## src/rtl/ddr_rd_capture_ctrl_if.sv

```systemverilog
// Bus between the command scheduler / iddr stage and the DDR read capture sequencer.
interface ddr_rd_capture_ctrl_if #(
  parameter int DW    = 8,
  parameter int BEATS = 4
);
  logic [4:0]            cfg_rl;
  logic                  rd_issue;
  logic [DW-1:0]         d0;
  logic [DW-1:0]         d1;
  logic [2*BEATS*DW-1:0] rd_data;
  logic                  rd_valid;
  logic                  rd_err;
  logic                  busy;

  modport master (output cfg_rl, rd_issue, d0, d1,
                  input  rd_data, rd_valid, rd_err, busy);
  modport slave  (input  cfg_rl, rd_issue, d0, d1,
                  output rd_data, rd_valid, rd_err, busy);
endinterface

```

## src/rtl/ddr_rd_capture_ctrl.sv

```systemverilog
// Tracks reads through a programmable latency and assembles each BL8 burst
// (BEATS clk beats of d0/d1 byte pairs) into one wide word.
module ddr_rd_capture_ctrl #(
  parameter int DW     = 8,
  parameter int BEATS  = 4,
  parameter int RL_MAX = 31
) (
  input logic                  clk,
  input logic                  rst_n,
  ddr_rd_capture_ctrl_if.slave bus
);
  localparam int RLW = $clog2(RL_MAX + 1);
  localparam int BW  = (BEATS > 1) ? $clog2(BEATS) : 1;
  localparam logic [BW-1:0] LAST = BW'(BEATS - 1);

  typedef enum logic {IDLE, CAPTURE} state_t;

  state_t                          state;
  logic [BW-1:0]                   bc;
  logic [RL_MAX-1:0]               sr;
  logic [RLW-1:0]                  rl_q, rl_eff;
  logic [5:0]                      pending, pending_nxt;
  logic [2*BEATS-1:0][DW-1:0]      shadow, nxt;
  logic                            start, free, cap_en, done, drop;
  logic [BW-1:0]                   cap_idx;

  always_comb begin
    int cr;
    cr = int'(bus.cfg_rl);
    if (cr < 1)           cr = 1;
    else if (cr > RL_MAX) cr = RL_MAX;
    rl_eff = RLW'(cr);
  end

  assign start = sr[rl_q - 1'b1];
  // bc is the beat captured on the previous edge; a new burst may only
  // begin once the final beat of the current one has been taken.
  assign free  = (state == IDLE) || (bc == LAST);

  always_comb begin
    cap_en  = 1'b0;
    cap_idx = '0;
    drop    = 1'b0;
    if (start && free) begin
      cap_en = 1'b1;
    end else if (state == CAPTURE && bc != LAST) begin
      cap_en  = 1'b1;
      cap_idx = bc + 1'b1;
      drop    = start;
    end
    done = cap_en && (cap_idx == LAST);
    nxt  = shadow;
    if (cap_en) begin
      nxt[{cap_idx, 1'b0}] = bus.d0;
      nxt[{cap_idx, 1'b1}] = bus.d1;
    end
  end

  // Retirement is counted when rd_valid/rd_err are seen, so busy covers the
  // cycle in which the result is presented.
  always_comb begin
    int pn;
    pn = int'(pending) + int'(bus.rd_issue) - int'(bus.rd_valid) - int'(bus.rd_err);
    if (pn < 0)       pn = 0;
    else if (pn > 63) pn = 63;
    pending_nxt = 6'(pn);
  end

  always_ff @(posedge clk or negedge rst_n) begin
    if (!rst_n) begin
      state        <= IDLE;
      bc           <= '0;
      sr           <= '0;
      rl_q         <= RLW'(1);
      pending      <= '0;
      shadow       <= '0;
      bus.rd_data  <= '0;
      bus.rd_valid <= 1'b0;
      bus.rd_err   <= 1'b0;
    end else begin
      sr      <= {sr[RL_MAX-2:0], bus.rd_issue};
      pending <= pending_nxt;
      if (pending == '0) rl_q <= rl_eff;
      state <= cap_en ? CAPTURE : IDLE;
      if (cap_en) bc <= cap_idx;
      shadow       <= nxt;
      bus.rd_valid <= done;
      bus.rd_err   <= drop;
      if (done) bus.rd_data <= nxt;
    end
  end

  assign bus.busy = (pending != '0);
endmodule

```

## src/flat_wrapper.sv

```systemverilog
// flat-port wrapper written by rule: the top's interface ports become plain ports
module ddr_rd_capture_ctrl_flat 
#(
  parameter int DW     = 8,
  parameter int BEATS  = 4,
  parameter int RL_MAX = 31
)
  (clk, rst_n, bus_cfg_rl, bus_rd_issue, bus_d0, bus_d1, bus_rd_data, bus_rd_valid, bus_rd_err, bus_busy);
  ddr_rd_capture_ctrl_if #(.DW(DW), .BEATS(BEATS)) bus_i ();
  input logic clk;
  input logic rst_n;
  input wire logic [$bits(bus_i.cfg_rl)-1:0] bus_cfg_rl;
  input wire logic [$bits(bus_i.rd_issue)-1:0] bus_rd_issue;
  input wire logic [$bits(bus_i.d0)-1:0] bus_d0;
  input wire logic [$bits(bus_i.d1)-1:0] bus_d1;
  output wire logic [$bits(bus_i.rd_data)-1:0] bus_rd_data;
  output wire logic [$bits(bus_i.rd_valid)-1:0] bus_rd_valid;
  output wire logic [$bits(bus_i.rd_err)-1:0] bus_rd_err;
  output wire logic [$bits(bus_i.busy)-1:0] bus_busy;
  assign bus_i.cfg_rl = bus_cfg_rl;
  assign bus_i.rd_issue = bus_rd_issue;
  assign bus_i.d0 = bus_d0;
  assign bus_i.d1 = bus_d1;
  assign bus_rd_data = bus_i.rd_data;
  assign bus_rd_valid = bus_i.rd_valid;
  assign bus_rd_err = bus_i.rd_err;
  assign bus_busy = bus_i.busy;
  ddr_rd_capture_ctrl #(.DW(DW), .BEATS(BEATS), .RL_MAX(RL_MAX)) u_core (.clk(clk), .rst_n(rst_n), .bus(bus_i));
endmodule
```

## config.mk

```make
export PLATFORM = sky130hd
export DESIGN_NAME = ddr_rd_capture_ctrl_flat
export DESIGN_NICKNAME = d
export VERILOG_FILES = /design/src/rtl/ddr_rd_capture_ctrl_if.sv /design/src/rtl/ddr_rd_capture_ctrl.sv /design/src/flat_wrapper.sv
export SDC_FILE = /design/constraint.sdc
export NUM_CORES = 1
export LEC_CHECK = 0
export CAP_MARGIN = 20
export CORE_MARGIN = 2
export CORE_UTILIZATION = 55
export DETAILED_ROUTE_END_ITERATION = 8
export GPL_TIMING_DRIVEN = 0
export HOLD_SLACK_MARGIN = 0.08
export PLACE_DENSITY_LB_ADDON = 0.3
export REMOVE_ABC_BUFFERS = 1
export SLEW_MARGIN = 15
export SYNTH_ARGS = -nofsm -noshare
export SYNTH_HDL_FRONTEND = slang
export SYNTH_SLANG_ARGS = --single-unit
export TNS_END_PERCENT = 5
```

## constraint.sdc

```tcl
create_clock -name clk -period 8.2 [get_ports clk]
set_input_delay 1.64 -clock clk [delete_from_list [all_inputs] [get_ports clk]]
set_output_delay 1.64 -clock clk [all_outputs]
set_load 0.01 [all_outputs]
```

==> results of run 1 <==
-- routing by layer --
metal	wire (um)	part of all wire, %
met2	6330	50
met5	0	0
met3	706	5.6
met4	209	1.7
met1	5400	43
-- Yosys cell counts (3+ instances only) --
cell      count  area [um^2]
nand2_1     175          657
dfrtp_1     158         3950
mux2_2       51          574
clkbuf_1     13         48.8
a21oi_1      12         60.1
mux2_4       10          150
mux2i_1       9         90.1
nand3_1       9         45.0
inv_1         7         26.3
xnor2_1       7         61.3
ha_1          6         75.1
xor2_1        5         43.8
buf_2         4         20.0
mux4_1        4          105
nor3_1        4         20.0
and3_1        3         18.8
nor2_1        3         11.3
-- power by group --
part | leakage, nW | total, W | switching (W) | internal (W)
sequential | 1.90 | 0.00133 | 0.000200 | 0.00113
clock | 0.294 | 0.000788 | 0.000292 | 0.000496
combinational | 1.50 | 0.00164 | 0.000794 | 0.000848
total | 3.70 | 0.00376 | 0.00129 | 0.00247
-- registers in the layout (all words and copies together), names as in the netlist --
| signal | cells |
|---|---|
| u_core.shadow | 48 |
| u_core.sr | 31 |
| u_core.bus.rd_data | 64 |
| u_core.bus.rd_err | 1 |
| u_core.bus.rd_valid | 1 |
| u_core.bc | 2 |
| u_core.state | 1 |
| u_core.rl_q | 5 |
| u_core.pending | 6 |
-- cell type report --
cell class / instances / share of cell area, %
Sequential cell: 159 / 50.4
Multi-Input combinational cell: 320 / 26.9
Tap cell: 140 / 2.22
Inverter: 7 / 0.333
Clock buffer: 27 / 6.63
Timing Repair Buffer: 95 / 12.6
Clock inverter: 4 / 0.936
-- worst min-delay path by stage --
| stage | from | endpoint | slack, ns |
|---|---|---|---|
| 3_3_place_gp | u_core.sr[12] | u_core.sr[13] | 0.35 |
| 6_report | u_core.sr[2] | u_core.sr[3] | 0.37 |
| 5_1_grt | u_core.sr[2] | u_core.sr[3] | 0.38 |
| 3_5_place_dp | u_core.sr[9] | u_core.sr[10] | 0.35 |
| 4_1_cts | u_core.sr[15] | u_core.sr[16] | 0.38 |
| 2_1_floorplan | u_core.sr[14] | u_core.sr[15] | 0.35 |
-- logic make-up after synthesis --
| logic type | after synthesis | share of synthesized area [%] |
|---|---|---|
| adders and majority gates | 7 | 1.53 |
| buffers and inverters | 27 | 1.83 |
| AOI/OAI and AO/OA | 21 | 2.44 |
| and+or+nand+nor | 205 | 13.3 |
| DFF | 159 | 64.1 |
| xor gates and xnor gates | 13 | 1.96 |
| muxes | 74 | 14.8 |
-- per-stage QoR --
step                      utilization [%]  setup TNS [ns]  area, um^2  power, W  hold WS [ns]
final                                72.2               0        7890   0.00376         0.370
after global routing                 72.2               0        7890   0.00399         0.379
after CTS                            72.2               0        7890   0.00380         0.375
after detailed placement             66.7               0        7290   0.00298         0.353
after global placement               65.8          -89.81        7200   0.00287         0.353
after floorplan                         -               0        6120   0.00231         0.346
-- worst reg2reg max path, stage by stage, from the launching register on --
cell and delay (ns):
dfstp_2 0.59, inv_1 0.13, ha_1 0.71, mux2i_1 0.16, mux4_1 0.54, nor3_1 0.21
a21oi_2 0.11, a31oi_4 0.66, mux2_2 0.42
==> impl_metrics.env, run 1 <==
export IMPL_multi_input_area_um2=2120
export IMPL_cts_tree="done"
export IMPL_ctsHoldBuffers=0
export IMPL_antenna_left=0
export IMPL_grtUsageMet3_pct=7.94
export IMPL_io_pins=91
export IMPL_overflow=0
export IMPL_synth_edf_count=0
export IMPL_synth_cell_types=38
export IMPL_clock_sinks=159
export IMPL_area_growth_syn_to_layout_pct=27.1
export IMPL_crit_cells=10
export IMPL_path_class="primary input to flop"
export IMPL_first_global_vias=4203
export IMPL_fmax_mhz=256
export IMPL_postCtsSetupBuffers=0
export IMPL_met2_usage_pct=36.9
export IMPL_core_region_area_um2=10900
export IMPL_p_per_area_nw_per_um2=476
export IMPL_syn_area_um2=6210
export IMPL_drive_gt1_share_pct=17.0
export IMPL_layout_commonest_cell="nand2_1"
export IMPL_cpMaxStageDelayCell="clkdlybuf4s50_1"
export IMPL_wire_per_inst_um=16.8
export IMPL_fp_dieW_um=110
export IMPL_fin_cells=752
export IMPL_rrSetupSlack_ns=4.57
export IMPL_grt_pass1_wl_um=20700
export IMPL_outcome="finished, final reports clean"
export IMPL_dp_slack_ns=3.91
export IMPL_dr_pass1_iters=4
export IMPL_portBuffers=90
export IMPL_ctsResizeCount=0
export IMPL_drc=0
export IMPL_reg2reg_depth=8
export IMPL_endpoint_kind="flop"
export IMPL_synth_flop_cell="dfrtp_1"
export IMPL_grt_max_degree=83
export IMPL_path_max_fanout=6
export IMPL_critPathTopFamily="adder cells"
export IMPL_min_period_over_period_pct=47.6
export IMPL_crit_path_start_kind="primary input"
export IMPL_cp_common_cell="ha_1"
export IMPL_layout_common_cells="175 x nand2_1, 158 x dfrtp_1, 89 x clkdlybuf4s50_1"
export IMPL_cts_max_level=4
export IMPL_yosysSeqAreaShare_pct=64.1
export IMPL_cellLeakagePower_nw=3.70
export IMPL_cpPeakStageDelay_ns=0.46
export IMPL_cp_cell_sequence="clkdlybuf4s50_1, ha_1, ha_1, and3_1, and3_1, o2111a_1, ha_1, nand2b_1, a21oi_1, a21oi_1"
export IMPL_clkSlewWorstSetupHoldPaths_ns=0.06
export IMPL_start_util_pct=56.8
export IMPL_skew_ns=0.00629
export IMPL_gp_congestion=0.781
export IMPL_nFillCells=745
export IMPL_cp_arrival_ns=4.17
export IMPL_syn_inst=506
export IMPL_grt_usage_pct=22.7
export IMPL_period_minus_slack_ns=3.90
export IMPL_peakVddDrop_v=0.000247
export IMPL_r2r_start="u_core.rl_q[0]"
export IMPL_antenna_found_initial=0
export IMPL_ys_seq_elements=159
export IMPL_clock_path_buffers=2
export IMPL_cts_root_buf="clkbuf_16"
export IMPL_rr_endpoint="u_core.shadow[1]"
export IMPL_gr_max_usage_layer="met2"
export IMPL_ff_latch_area_um2=3980
export IMPL_maxCapViolations=0
export IMPL_die_area_um2=12200
export IMPL_fin_nets=631
export IMPL_met1_usage_pct=28.6
export IMPL_setup_worst_path_start="bus_rd_issue"
export IMPL_crit_buf_inv=1
export IMPL_min_path_cells=0
export IMPL_avgViaCountPerCell=5.36
export IMPL_hpwl_um=8100
export IMPL_num_vias=4030
export IMPL_cts_made_buffers=17
export IMPL_n_antenna_cell=0
export IMPL_dp_cells=721
export IMPL_worstPathRequired_ns=8.47
export IMPL_synth_async_sr_flop_share_pct=100
export IMPL_synth_area_per_cell_um2=12.3
export IMPL_maxSlewHeadroom_pct=28.3
export IMPL_routed_wl_um=12600
export IMPL_maxSlewViolCount=0
export IMPL_hold_viol_final=0
export IMPL_rows=38
export IMPL_fin_ws_ns=4.30
export IMPL_die_y_um=110
export IMPL_yosysWarnings=0
export IMPL_critPathCapture="u_core.pending[2]"
export IMPL_min_path_type="flop to flop"
export IMPL_insertion_delay_ns=0.42
export IMPL_finalSetupViolCount=0
export IMPL_worst_pin_slew_ns=1.07
export IMPL_rsz0062_at_grt="false"
export IMPL_drt_iter0_drc=200
Power figures use the tool's default switching activity.
==> run 2, diff against run 1 <==
--- a/config.mk
+++ b/config.mk
@@ -7,7 +7,7 @@
 export LEC_CHECK = 0
 export CAP_MARGIN = 20
 export CORE_MARGIN = 2
-export CORE_UTILIZATION = 55
+export CORE_UTILIZATION = 53
 export DETAILED_ROUTE_END_ITERATION = 8
 export GPL_TIMING_DRIVEN = 0
 export HOLD_SLACK_MARGIN = 0.08
==> constraint.sdc (replaced) <==
create_clock -name clk -period 4.05 [get_ports clk]
set_input_delay 0.81 -clock clk [delete_from_list [all_inputs] [get_ports clk]]
set_output_delay 0.81 -clock clk [all_outputs]
set_load 0.01 [all_outputs]
==> run 2 against run 1 <==
Net effect: global-route usage decreased by 1.6 points; combinational power rose by 100%; non-clock buffer count down 1; largest power group unchanged.
==> impl_metrics.env, run 2 (same netlist as run 1, synthesis figures left out) <==
export IMPL_start_util_pct=54.4
export IMPL_cpPeakStageDelay_ns=0.73
export IMPL_drive_gt1_share_pct=17.4
export IMPL_rsz0062_at_grt="false"
export IMPL_gp_congestion=0.756
export IMPL_path_max_fanout=16
export IMPL_worst_pin_slew_ns=1.01
export IMPL_die_area_um2=12600
export IMPL_rows=39
export IMPL_worstPathRequired_ns=4.35
export IMPL_fin_nets=630
export IMPL_multi_input_area_um2=2120
export IMPL_p_total_w=0.00751
export IMPL_num_vias=3950
export IMPL_finalSetupViolCount=0
export IMPL_grt_max_degree=110
export IMPL_internal_power_w=0.00493
export IMPL_min_path_type="primary input to asynchronous set/reset pin"
export IMPL_gr_max_usage_layer="met2"
export IMPL_crit_buf_inv=1
export IMPL_clock_path_buffers=2
export IMPL_cp_arrival_ns=4.04
export IMPL_combinationalPowerShare_pct=43.9
export IMPL_nFillCells=845
export IMPL_grt_pass1_wl_um=20900
export IMPL_finalInstanceArea_um2=7860
export IMPL_ctsResizeCount=0
export IMPL_maxSlewViolCount=0
export IMPL_cts_tree="done"
export IMPL_routed_wl_um=12300
export IMPL_postCtsSetupBuffers=0
export IMPL_grtUsageMet3_pct=7.13
export IMPL_cpMaxStageDelayCell="a31oi_4"
export IMPL_peakVddDrop_v=0.000536
export IMPL_outcome="finished, final reports clean"
export IMPL_antenna_left=0
export IMPL_ctsHoldBuffers=0
export IMPL_grt_usage_pct=21.1
export IMPL_p_per_area_nw_per_um2=955
export IMPL_cellLeakagePower_nw=3.69
export IMPL_avgViaCountPerCell=5.25
export IMPL_drt_iter0_drc=207
export IMPL_fp_dieW_um=112
export IMPL_met1_usage_pct=28.6
export IMPL_seqPwrFrac_pct=35.6
export IMPL_first_global_vias=4187
export IMPL_antenna_found_initial=0
export IMPL_path_class="flop to flop"
export IMPL_ff_latch_area_um2=3980
export IMPL_core_region_area_um2=11400
export IMPL_overflow=0
export IMPL_layout_common_cells="175 x nand2_1, 158 x dfrtp_1, 89 x clkdlybuf4s50_1"
export IMPL_placed_area_um2=7280
export IMPL_min_period_over_period_pct=92.5
export IMPL_clock_sinks=159
export IMPL_met2_usage_pct=32.1
export IMPL_utilization_pct=68.8
export IMPL_drc=0
export IMPL_period_minus_slack_ns=3.75
export IMPL_fin_hold_ws_ns=0.296
export IMPL_cts_root_buf="clkbuf_16"
export IMPL_skew_ns=0.00790
export IMPL_cp_cell_sequence="inv_1, ha_1, mux2i_1, mux4_1, nor3_1, a21oi_2, a31oi_4, mux2_2"
export IMPL_cts_max_level=4
export IMPL_cts_made_buffers=17
export IMPL_p_switching_w=0.00258
export IMPL_regMostFlops="u_core.bus.rd_data"
export IMPL_reg_largest_list="u_core.bus.rd_data: 64 flops, u_core.shadow: 48 flops, u_core.sr: 31 flops"
export IMPL_maxCapViolations=0
export IMPL_crit_path_start_kind="flop"
export IMPL_io_pins=91
export IMPL_dr_pass1_iters=5
export IMPL_n_antenna_cell=0
export IMPL_wire_per_inst_um=16.3
export IMPL_hpwl_um=7780
export IMPL_portBuffers=90
export IMPL_layout_commonest_cell="nand2_1"
export IMPL_pwr_share_clk_pct=20.5
export IMPL_die_y_um=112
export IMPL_fmax_mhz=267
export IMPL_area_growth_syn_to_layout_pct=26.6
export IMPL_endpoint_kind="flop"
export IMPL_p_sw_share_pct=34.4
export IMPL_largest_reg_flops=64
export IMPL_insertion_delay_ns=0.42
export IMPL_hold_viol_final=0
export IMPL_maxSlewHeadroom_pct=32.2
export IMPL_clkSlewWorstSetupHoldPaths_ns=0.06
export IMPL_critPathTopFamily="multiplexers"
[run 2: layout make-up]
class / instances / share of cell area [%]
inverters: 7 / 0.366
multi-input cells: 320 / 27.0
repair buffers: 94 / 12.4
well taps: 143 / 2.28
clock buffers: 24 / 6.64
clock inverters: 6 / 0.700
flip-flops and latches: 159 / 50.6
[run 2: worst reg2reg max path, stage by stage (launching register included)]
cell     delay (ns)
dfstp_2        0.59
inv_1          0.12
ha_1           0.70
mux2i_1        0.16
mux4_1         0.54
nor3_1         0.25
a21oi_2        0.12
a31oi_4        0.73
mux2_2         0.43
[run 2: path summary, 6_finish.rpt]
| kind | to | slack, ns | startpoint | cells past startpoint |
|---|---|---|---|---|
| worst max-delay path | u_core.shadow[1] | 0.30 | u_core.rl_q[0] | 8 |
| worst min-delay path | u_core.shadow[35] | 0.30 | rst_n | 1 |
| worst max register to register | u_core.shadow[1] | 0.30 | u_core.rl_q[0] | 8 |
| worst min register to register | u_core.sr[15] | 0.37 | u_core.sr[14] | 0 |
| max in group asynchronous | u_core.bus.rd_data[21] | 2.92 | rst_n | 2 |
| min in group clk | u_core.sr[15] | 0.37 | u_core.sr[14] | 0 |
[run 2: metrics by stage]
step | TNS (ns) | setup WS (ns) | instances
floorplan | 0 | 0.523 | 486
global placement | -683.23 | -4.01 | 719
detailed placement | 0 | 0.367 | 723
CTS | 0 | 0.295 | 753
global route | 0 | 0.0656 | 753
finish | 0 | 0.305 | 753
[run 2: routing by layer]
metal | wire length [um] | vias up
li1 | - | 1851
met1 | 5490 | 1999
met2 | 5910 | 78
met3 | 652 | 22
met4 | 259 | 0
met5 | 0 | -
[run 2: power by group through the flow]
stage / combinational (W) / clock, W / sequential, W
2_1_floorplan: 0.00193 / 0 / 0.00275
3_3_place_gp: 0.00318 / 0 / 0.00266
3_5_place_dp: 0.00332 / 0 / 0.00268
4_1_cts: 0.00335 / 0.00156 / 0.00268
5_1_grt: 0.00361 / 0.00163 / 0.00276
6_report: 0.00330 / 0.00154 / 0.00267
